<file path="config.mk">
export PLATFORM = sky130hd
export DESIGN_NAME = mops_sdo_responder
export DESIGN_NICKNAME = d
export VERILOG_FILES = /design/src/rtl/mops_sdo_pkg.sv /design/src/rtl/mops_od_lookup.sv /design/src/rtl/mops_sdo_responder.sv
export SDC_FILE = /design/constraint.sdc
export NUM_CORES = 1
export LEC_CHECK = 0
export ABC_AREA = 1
export CORE_MARGIN = 2
export CORE_UTILIZATION = 30
export CTS_BUF_LIST = sky130_fd_sc_hd__clkbuf_8
export CTS_CLUSTER_DIAMETER = 30
export DETAILED_ROUTE_END_ITERATION = 10
export PLACE_DENSITY_LB_ADDON = 0.12
export SLEW_MARGIN = 20
export SYNTH_ARGS = -nofsm -noshare
export SYNTH_HDL_FRONTEND = slang
export SYNTH_HIERARCHICAL = 1
export SYNTH_SLANG_ARGS = --single-unit
</file>
<file path="constraint.sdc">
create_clock -name clk -period 1.9 [get_ports clk]
set_input_delay 0.285 -clock clk [delete_from_list [all_inputs] [get_ports clk]]
set_output_delay 0.285 -clock clk [all_outputs]
set_load 0.01 [all_outputs]
</file>
<file path="src/rtl/mops_sdo_pkg.sv">
// Shared SDO definitions for the MOPS responder: FSM states, COB-ID bases, commands, indices, aborts, frame layout.
// MOPS_RSP_BOOTUP_EN adds the BOOT state to the state enum.
package mops_sdo_pkg;

  typedef enum logic [2:0] {
    ST_IDLE   = 3'd0,
    ST_DECODE = 3'd1,
    ST_WAIT   = 3'd2,
    ST_SEND   = 3'd3
`ifdef MOPS_RSP_BOOTUP_EN
    , ST_BOOT = 3'd4
`endif
  } state_e;

  localparam logic [10:0] COB_TSDO_BASE = 11'h580;
  localparam logic [10:0] COB_RSDO_BASE = 11'h600;
  localparam logic [10:0] COB_BOOT_BASE = 11'h700;

  localparam logic [7:0] CMD_UPLOAD_REQ  = 8'h40;
  localparam logic [7:0] CMD_UPLOAD_RSP4 = 8'h43;
  localparam logic [7:0] CMD_UPLOAD_RSP2 = 8'h4B;
  localparam logic [7:0] CMD_DNLOAD_REQ4 = 8'h23;
  localparam logic [7:0] CMD_DNLOAD_RSP  = 8'h60;
  localparam logic [7:0] CMD_ABORT       = 8'h80;

  localparam logic [15:0] IDX_DEVICE_TYPE = 16'h1000;
  localparam logic [15:0] IDX_USER_REG    = 16'h2200;
  localparam logic [15:0] IDX_ADC         = 16'h2400;

  localparam logic [31:0] ABORT_NO_OBJECT = 32'h0602_0000;
  localparam logic [31:0] ABORT_NO_SUB    = 32'h0609_0011;

  // Frame = {pad, COB-ID[10:0], byte0 .. byte7}; byte0 sits at the top of the payload.
  localparam int FRM_W    = 76;
  localparam int COB_LSB  = 64;
  localparam int CMD_LSB  = 56;
  localparam int IDXL_LSB = 48;
  localparam int IDXH_LSB = 40;
  localparam int SUB_LSB  = 32;
  localparam int DATA_LSB = 0;

  // Byte reversal: converts between a 32-bit value and its little-endian byte4..7 image.
  function automatic logic [31:0] le32(input logic [31:0] b);
    return {b[7:0], b[15:8], b[23:16], b[31:24]};
  endfunction

  function automatic logic [FRM_W-1:0] mk_frame(input logic [10:0] cob, input logic [7:0] cmd,
                                               input logic [15:0] idx, input logic [7:0] sub,
                                               input logic [31:0] data);
    logic [FRM_W-1:0] f;
    f = '0;
    f[COB_LSB +: 11]  = cob;
    f[CMD_LSB +: 8]   = cmd;
    f[IDXL_LSB +: 8]  = idx[7:0];
    f[IDXH_LSB +: 8]  = idx[15:8];
    f[SUB_LSB +: 8]   = sub;
    f[DATA_LSB +: 32] = le32(data);
    return f;
  endfunction

endpackage

</file>
<file path="src/rtl/mops_od_lookup.sv">
// Combinational object-dictionary decode: request cmd/index/sub -> response cmd, data and user-register write enable.
// Zero latency, no flow control; every unsupported access resolves to an abort.
module mops_od_lookup
  import mops_sdo_pkg::*;
#(
  parameter int N_ADC_CH = 32
) (
  input  logic [7:0]  cmd_i,
  input  logic [15:0] index_i,
  input  logic [7:0]  sub_i,
  input  logic [3:0]  node_lo_i,
  input  logic [31:0] user_i,
  output logic [7:0]  rsp_cmd_o,
  output logic [31:0] rsp_data_o,
  output logic        user_we_o
);

  logic adc_sub_ok;
  assign adc_sub_ok = (int'(sub_i) >= 1) && (int'(sub_i) <= N_ADC_CH);

  always_comb begin
    rsp_cmd_o  = CMD_ABORT;
    rsp_data_o = (index_i == IDX_ADC && !adc_sub_ok) ? ABORT_NO_SUB : ABORT_NO_OBJECT;
    user_we_o  = 1'b0;
    if (cmd_i == CMD_UPLOAD_REQ) begin
      if (index_i == IDX_DEVICE_TYPE && sub_i == 8'd0) begin
        rsp_cmd_o  = CMD_UPLOAD_RSP4;
        rsp_data_o = 32'h0;
      end else if (index_i == IDX_USER_REG && sub_i == 8'd0) begin
        rsp_cmd_o  = CMD_UPLOAD_RSP4;
        rsp_data_o = user_i;
      end else if (index_i == IDX_ADC && adc_sub_ok) begin
        rsp_cmd_o  = CMD_UPLOAD_RSP2;
        rsp_data_o = {16'h0, node_lo_i, 2'b00, sub_i[5:0], 4'h0};
      end
    end else if (cmd_i == CMD_DNLOAD_REQ4 && index_i == IDX_USER_REG && sub_i == 8'd0) begin
      rsp_cmd_o  = CMD_DNLOAD_RSP;
      rsp_data_o = 32'h0;
      user_we_o  = 1'b1;
    end
  end

endmodule

</file>
<file path="src/rtl/mops_sdo_responder.sv">
// Emulated MOPS SDO server: one request in flight, response RSP_LATENCY cycles after acceptance, held until rsp_ready.
// MOPS_RSP_BOOTUP_EN: after reset, send one boot-up frame (0x700+node_id) before serving requests.
module mops_sdo_responder
  import mops_sdo_pkg::*;
#(
  parameter int RSP_LATENCY = 16,
  parameter int N_ADC_CH    = 32
) (
  input  logic             clk,
  input  logic             rst,
  input  logic [6:0]       node_id,
  input  logic [FRM_W-1:0] req_data,
  input  logic             req_valid,
  output logic             req_ready,
  output logic [FRM_W-1:0] rsp_data,
  output logic             rsp_valid,
  input  logic             rsp_ready,
  output logic             busy
);

  localparam logic [7:0] LAT_LAST = 8'(RSP_LATENCY - 2);
`ifdef MOPS_RSP_BOOTUP_EN
  localparam state_e RESET_ST = ST_BOOT;
`else
  localparam state_e RESET_ST = ST_IDLE;
`endif

  state_e           state_q;
  logic [FRM_W-1:0] req_q;
  logic [6:0]       node_q;
  logic [7:0]       cnt_q;
  logic [31:0]      user_q;
  logic [FRM_W-1:0] rsp_q;
  logic             rsp_vld_q;
  logic             req_rdy_q;
  logic             busy_q;

  logic [7:0]       req_cmd;
  logic [15:0]      req_idx;
  logic [7:0]       req_sub;
  logic [31:0]      req_wdata;
  logic [10:0]      rsdo_cob;
  logic             cob_hit;
  logic [7:0]       od_cmd;
  logic [31:0]      od_data;
  logic             od_we;
  logic [FRM_W-1:0] rsp_frame_d;

  assign req_cmd   = req_q[CMD_LSB +: 8];
  assign req_idx   = {req_q[IDXH_LSB +: 8], req_q[IDXL_LSB +: 8]};
  assign req_sub   = req_q[SUB_LSB +: 8];
  assign req_wdata = le32(req_q[DATA_LSB +: 32]);
  assign rsdo_cob  = COB_RSDO_BASE + 11'(node_q);
  assign cob_hit   = (req_q[COB_LSB +: 12] == {1'b0, rsdo_cob});

  mops_od_lookup #(.N_ADC_CH(N_ADC_CH)) u_od (
    .cmd_i      (req_cmd),
    .index_i    (req_idx),
    .sub_i      (req_sub),
    .node_lo_i  (node_q[3:0]),
    .user_i     (user_q),
    .rsp_cmd_o  (od_cmd),
    .rsp_data_o (od_data),
    .user_we_o  (od_we)
  );

  assign rsp_frame_d = mk_frame(COB_TSDO_BASE + 11'(node_q), od_cmd, req_idx, req_sub, od_data);

  always_ff @(posedge clk) begin
    if (!rst) begin
      state_q   <= RESET_ST;
      req_q     <= '0;
      node_q    <= '0;
      cnt_q     <= '0;
      user_q    <= '0;
      rsp_q     <= '0;
      rsp_vld_q <= 1'b0;
      req_rdy_q <= 1'b0;
      busy_q    <= 1'b0;
    end else begin
      case (state_q)
        ST_IDLE: begin
          req_rdy_q <= 1'b1;
          busy_q    <= 1'b0;
          if (req_valid && req_rdy_q) begin
            req_q     <= req_data;
            node_q    <= node_id;
            req_rdy_q <= 1'b0;
            busy_q    <= 1'b1;
            state_q   <= ST_DECODE;
          end
        end
        ST_DECODE: begin
          if (cob_hit) begin
            rsp_q   <= rsp_frame_d;
            cnt_q   <= '0;
            state_q <= ST_WAIT;
            if (od_we) user_q <= req_wdata;
          end else begin
            // Frames for other nodes are dropped without a response.
            req_rdy_q <= 1'b1;
            busy_q    <= 1'b0;
            state_q   <= ST_IDLE;
          end
        end
        ST_WAIT: begin
          cnt_q <= cnt_q + 8'd1;
          if (cnt_q == LAT_LAST) begin
            rsp_vld_q <= 1'b1;
            state_q   <= ST_SEND;
          end
        end
        ST_SEND: begin
          if (rsp_ready) begin
            rsp_vld_q <= 1'b0;
            req_rdy_q <= 1'b1;
            busy_q    <= 1'b0;
            state_q   <= ST_IDLE;
          end
        end
`ifdef MOPS_RSP_BOOTUP_EN
        ST_BOOT: begin
          rsp_q     <= mk_frame(COB_BOOT_BASE + 11'(node_id), 8'h0, 16'h0, 8'h0, 32'h0);
          rsp_vld_q <= 1'b1;
          busy_q    <= 1'b1;
          state_q   <= ST_SEND;
        end
`endif
        default: state_q <= ST_IDLE;
      endcase
    end
  end

  assign req_ready = req_rdy_q;
  assign rsp_data  = rsp_q;
  assign rsp_valid = rsp_vld_q;
  assign busy      = busy_q;

endmodule
</file>
==> results.md <==
## GRT
• 37800 µm — first-pass GRT wire length
• 75 — largest net degree at the start of global routing
• 0 — remaining global-route overflow
• 0.156 — total routing usage reported by global routing
• 0 — initial antenna violation count
• 7108 — number of global-route vias before repair

## Worst setup path
• 5 — peak fanout along the critical path
• dfxtp_1 — crit path max-delay cell type
• flip-flop — nature of the critical path startpoint
• 2.19 ns — critical path data arrival time
• flip-flop — kind of end point of the critical path
• nor2_1, nand2_1, nor2_4, inv_1, nor2_4, o21ai_1, or2_4, nand2_1, o21ai_0, nor2_1 — ordered cell list for the critical path
• 2.31 ns — required time of the critical path
• 0.34 ns — largest stage delay on the critical path
• flip-flop to flip-flop — Crit Path Class

## STA
• 563 MHz — Fmax achieved
• 0.0267 ns — Max Clock Skew
• 0 — Setup violations, final
• 0 — max-slew violation total from the final report
• 0 — number of hold violations in the final report
• 0.935 — ratio of final minimum period to clock period
• 0.145 ns — final hold slack
• 1.78 ns — Period minus WS final
• 0.124 ns — Final Worst Setup Slack

## Yosys
• 7.17 µm² — Syn Area/Cell
• 35 — number of distinct library cell variants in the gate-level netlist after synthesis
• 1191 — instance count of the mapped netlist
• 8540 µm² — post-synth design cell area
• 200 — number of register bits inferred by synthesis
• 6 — Synth Warn #
• 0.469 — part of the Yosys area used for sequential elements

## Clock tree
• 2 — clock buffer depth
• 200 — sink count of the clock tree
• 0.12 ns — clock slew at reported path FFs
• 0.48 ns — source-to-sink clock delay at the later pin of the worst-skew pair
• 4 — number of H-tree levels
• 17 — Num CTS Buffers
• 0 — hold_buf cts
• done — CTS tree
• clkbuf_8 — Root Buffer Master

## Run status
• finished, final reports clean — run status

## Die
• 0.306 — initial cell density of the core
• 61 — Cell Rows
• 173 µm — die boundary width
• 29800 µm² — overall die area
• 173 µm — die height
• 166 — # IOs
• 27900 µm² — placeable core region

## Job
• 0 — max cap viols

## Route
• 13.9 µm — Avg WL per Cell
• 24100 µm — final wirelength
• 7669 — vias post-DR
• 0 — antenna violation net count after detailed routing
• 5 — Initial DRT Pass Iterations
• 402 — 1st-iter DRT viols
• 0 — number of DRC violations after detailed routing
• 4.41 — average via count per standard cell

## Power
• 744 nW/µm² — power density over cell area
• 4.59 nW — leakage power total
• 0.351 mV — worst-case vdd ir drop

## Placed design
• 0.766 — gpl congestion
• 163 — Port-buffer cells
• 16700 µm — dpl hpwl
• -0.000945 ns — worst-case setup slack after placement

## Layout
• 1442 — final-stage net count
• 0.103 — fraction of layout cells with a size suffix above 1
• 0 — Antenna Cells
• 33.8% — Area Growth Syn to Fin

## Min path
• input pin to flip-flop — type of the most critical hold path

[final timing paths]
kind             start            to  slack, ns  cells past startpoint
max reg2reg  req_q[49]   rsp_data[8]       0.12                     10
max          req_q[49]   rsp_data[8]       0.12                     10
min                rst  rsp_data[60]       0.14                      3
min reg2reg  rsp_valid     rsp_valid       0.46                      2
[synth_stat cells]
| cell | n | area, µm² |
|---|---|---|
| nand2_1 | 217 | 815 |
| nor2_1 | 204 | 766 |
| dfxtp_1 | 200 | 4000 |
| a21oi_1 | 128 | 641 |
| inv_1 | 121 | 454 |
| o21ai_0 | 114 | 571 |
| nand3_1 | 78 | 390 |
| clkbuf_1 | 42 | 158 |
| buf_2 | 14 | 70.1 |
| nor2_4 | 14 | 158 |
| buf_4 | 9 | 67.6 |
| buf_6 | 8 | 90.1 |
| ha_1 | 6 | 75.1 |
| inv_2 | 5 | 18.8 |
| nand4_1 | 3 | 18.8 |
| nor3b_1 | 3 | 22.5 |
| conb_1 | 2 | 7.51 |
| nand2_4 | 2 | 22.5 |
| nor2_2 | 2 | 12.5 |
| o21bai_1 | 2 | 15.0 |
| xnor2_1 | 2 | 17.5 |
| xor2_1 | 2 | 17.5 |
| buf_1 | 1 | 3.75 |
| buf_12 | 1 | 20.0 |
| inv_4 | 1 | 6.26 |
| nand2_2 | 1 | 6.26 |
| nand3_4 | 1 | 17.5 |
| nand3b_1 | 1 | 7.51 |
| nor2_8 | 1 | 20.0 |
| nor3_1 | 1 | 5.00 |
| nor3_4 | 1 | 16.3 |
| o21ai_1 | 1 | 5.00 |
| or2_1 | 1 | 6.26 |
| or2_2 | 1 | 6.26 |
| or2_4 | 1 | 8.76 |
[what timing repair did]
action,CTS,global route
endpoints found under the hold margin,0,0
gates resized for setup,3,41
setup buffers,0,9
endpoints found under the setup margin,29,112
pin swaps,1,7
cloned,0,4
[power breakdown]
group	switching [W]	total (W)	internal [W]	leakage, nW
clock network	0.00172	0.00274	0.00103	0.203
logic	0.000736	0.00127	0.000530	2.76
registers	0.000127	0.00449	0.00437	1.62
[flip-flops by register name (all words and copies together) (netlist names)]
signal	count
req_q	76
user_q	32
req_ready	1
cnt_q	8
node_q	7
rsp_data	72
busy	1
state_q	2
rsp_valid	1
[worst max-delay path: cells and delay by family (launching register included)]
kind            cells  cell delay [ns]
compound gates      2             0.23
simple gates        7             1.05
buf+inv             1             0.10
flops               1             0.34
[layout make-up]
type,count,area (µm²)
well taps,378,473
clock inverters,14,153
clock buffers,18,248
inverters,127,479
fillers,2981,16500
multi-input cells,792,3790
flip-flops and latches,200,4020
repair buffers,211,2270
[logic make-up after synthesis]
logic type / count (synthesis) / synth area share
AOI/OAI and AO/OA: 245 / 0.144
other: 2 / 0.000879
DFF: 200 / 0.469
and+or+nand+nor: 532 / 0.269
adders and majority gates: 6 / 0.00879
xor gates and xnor gates: 4 / 0.00410
buffers and inverters: 202 / 0.104
[metrics by stage]
| step | util | power (W) | setup TNS (ns) | area, µm² | cells |
|---|---|---|---|---|---|
| 2_1_floorplan | - | 0.00529 | 0 | 8550 | 1193 |
| 3_3_place_gp | 0.383 | 0.00580 | 0 | 10700 | 1695 |
| 3_5_place_dp | 0.383 | 0.00580 | -0.000945 | 10700 | 1695 |
| 4_1_cts | 0.398 | 0.00858 | 0 | 11100 | 1727 |
| 5_1_grt | 0.409 | 0.00896 | -0.0280 | 11400 | 1740 |
| 6_report | 0.409 | 0.00850 | 0 | 11400 | 1740 |
[per-layer routing]
metal / track usage / vias up / part of all wire
met1: 0.234 / 3431 / 0.53
met4: 0.0343 / 0 / 0.0096
met2: 0.231 / 146 / 0.42
met3: 0.0303 / 14 / 0.044
li1: - / 4078 / -
met5: 0 / - / 0
[layout by cell type (no fill, tap or decap), types with 3 or more instances in the layout]
master           Yosys  layout
a21oi_1            128     128
buf_12               1      17
buf_4                9      26
buf_6                8       3
clkbuf_16            0       3
clkbuf_8             0      18
clkdlybuf4s50_1      0     162
clkinv_4             0       3
clkinv_8             0       3
conb_1               2       4
dfxtp_1            200     195
dfxtp_2              0       3
ha_1                 6       4
inv_1              121     121
inv_2                5       5
inv_6                0       5
inv_8                0       3
nand2_1            217     214
nand2_4              2       4
nand3_1             78      72
nand3_2              0       5
nand4_1              3       3
nor2_1             204     193
nor2_2               2       9
nor2_4              14      19
nor3b_1              3       3
o21ai_0            114     112
o21ai_1              1       3
Note: power is estimated with default switching activity, not from simulation.
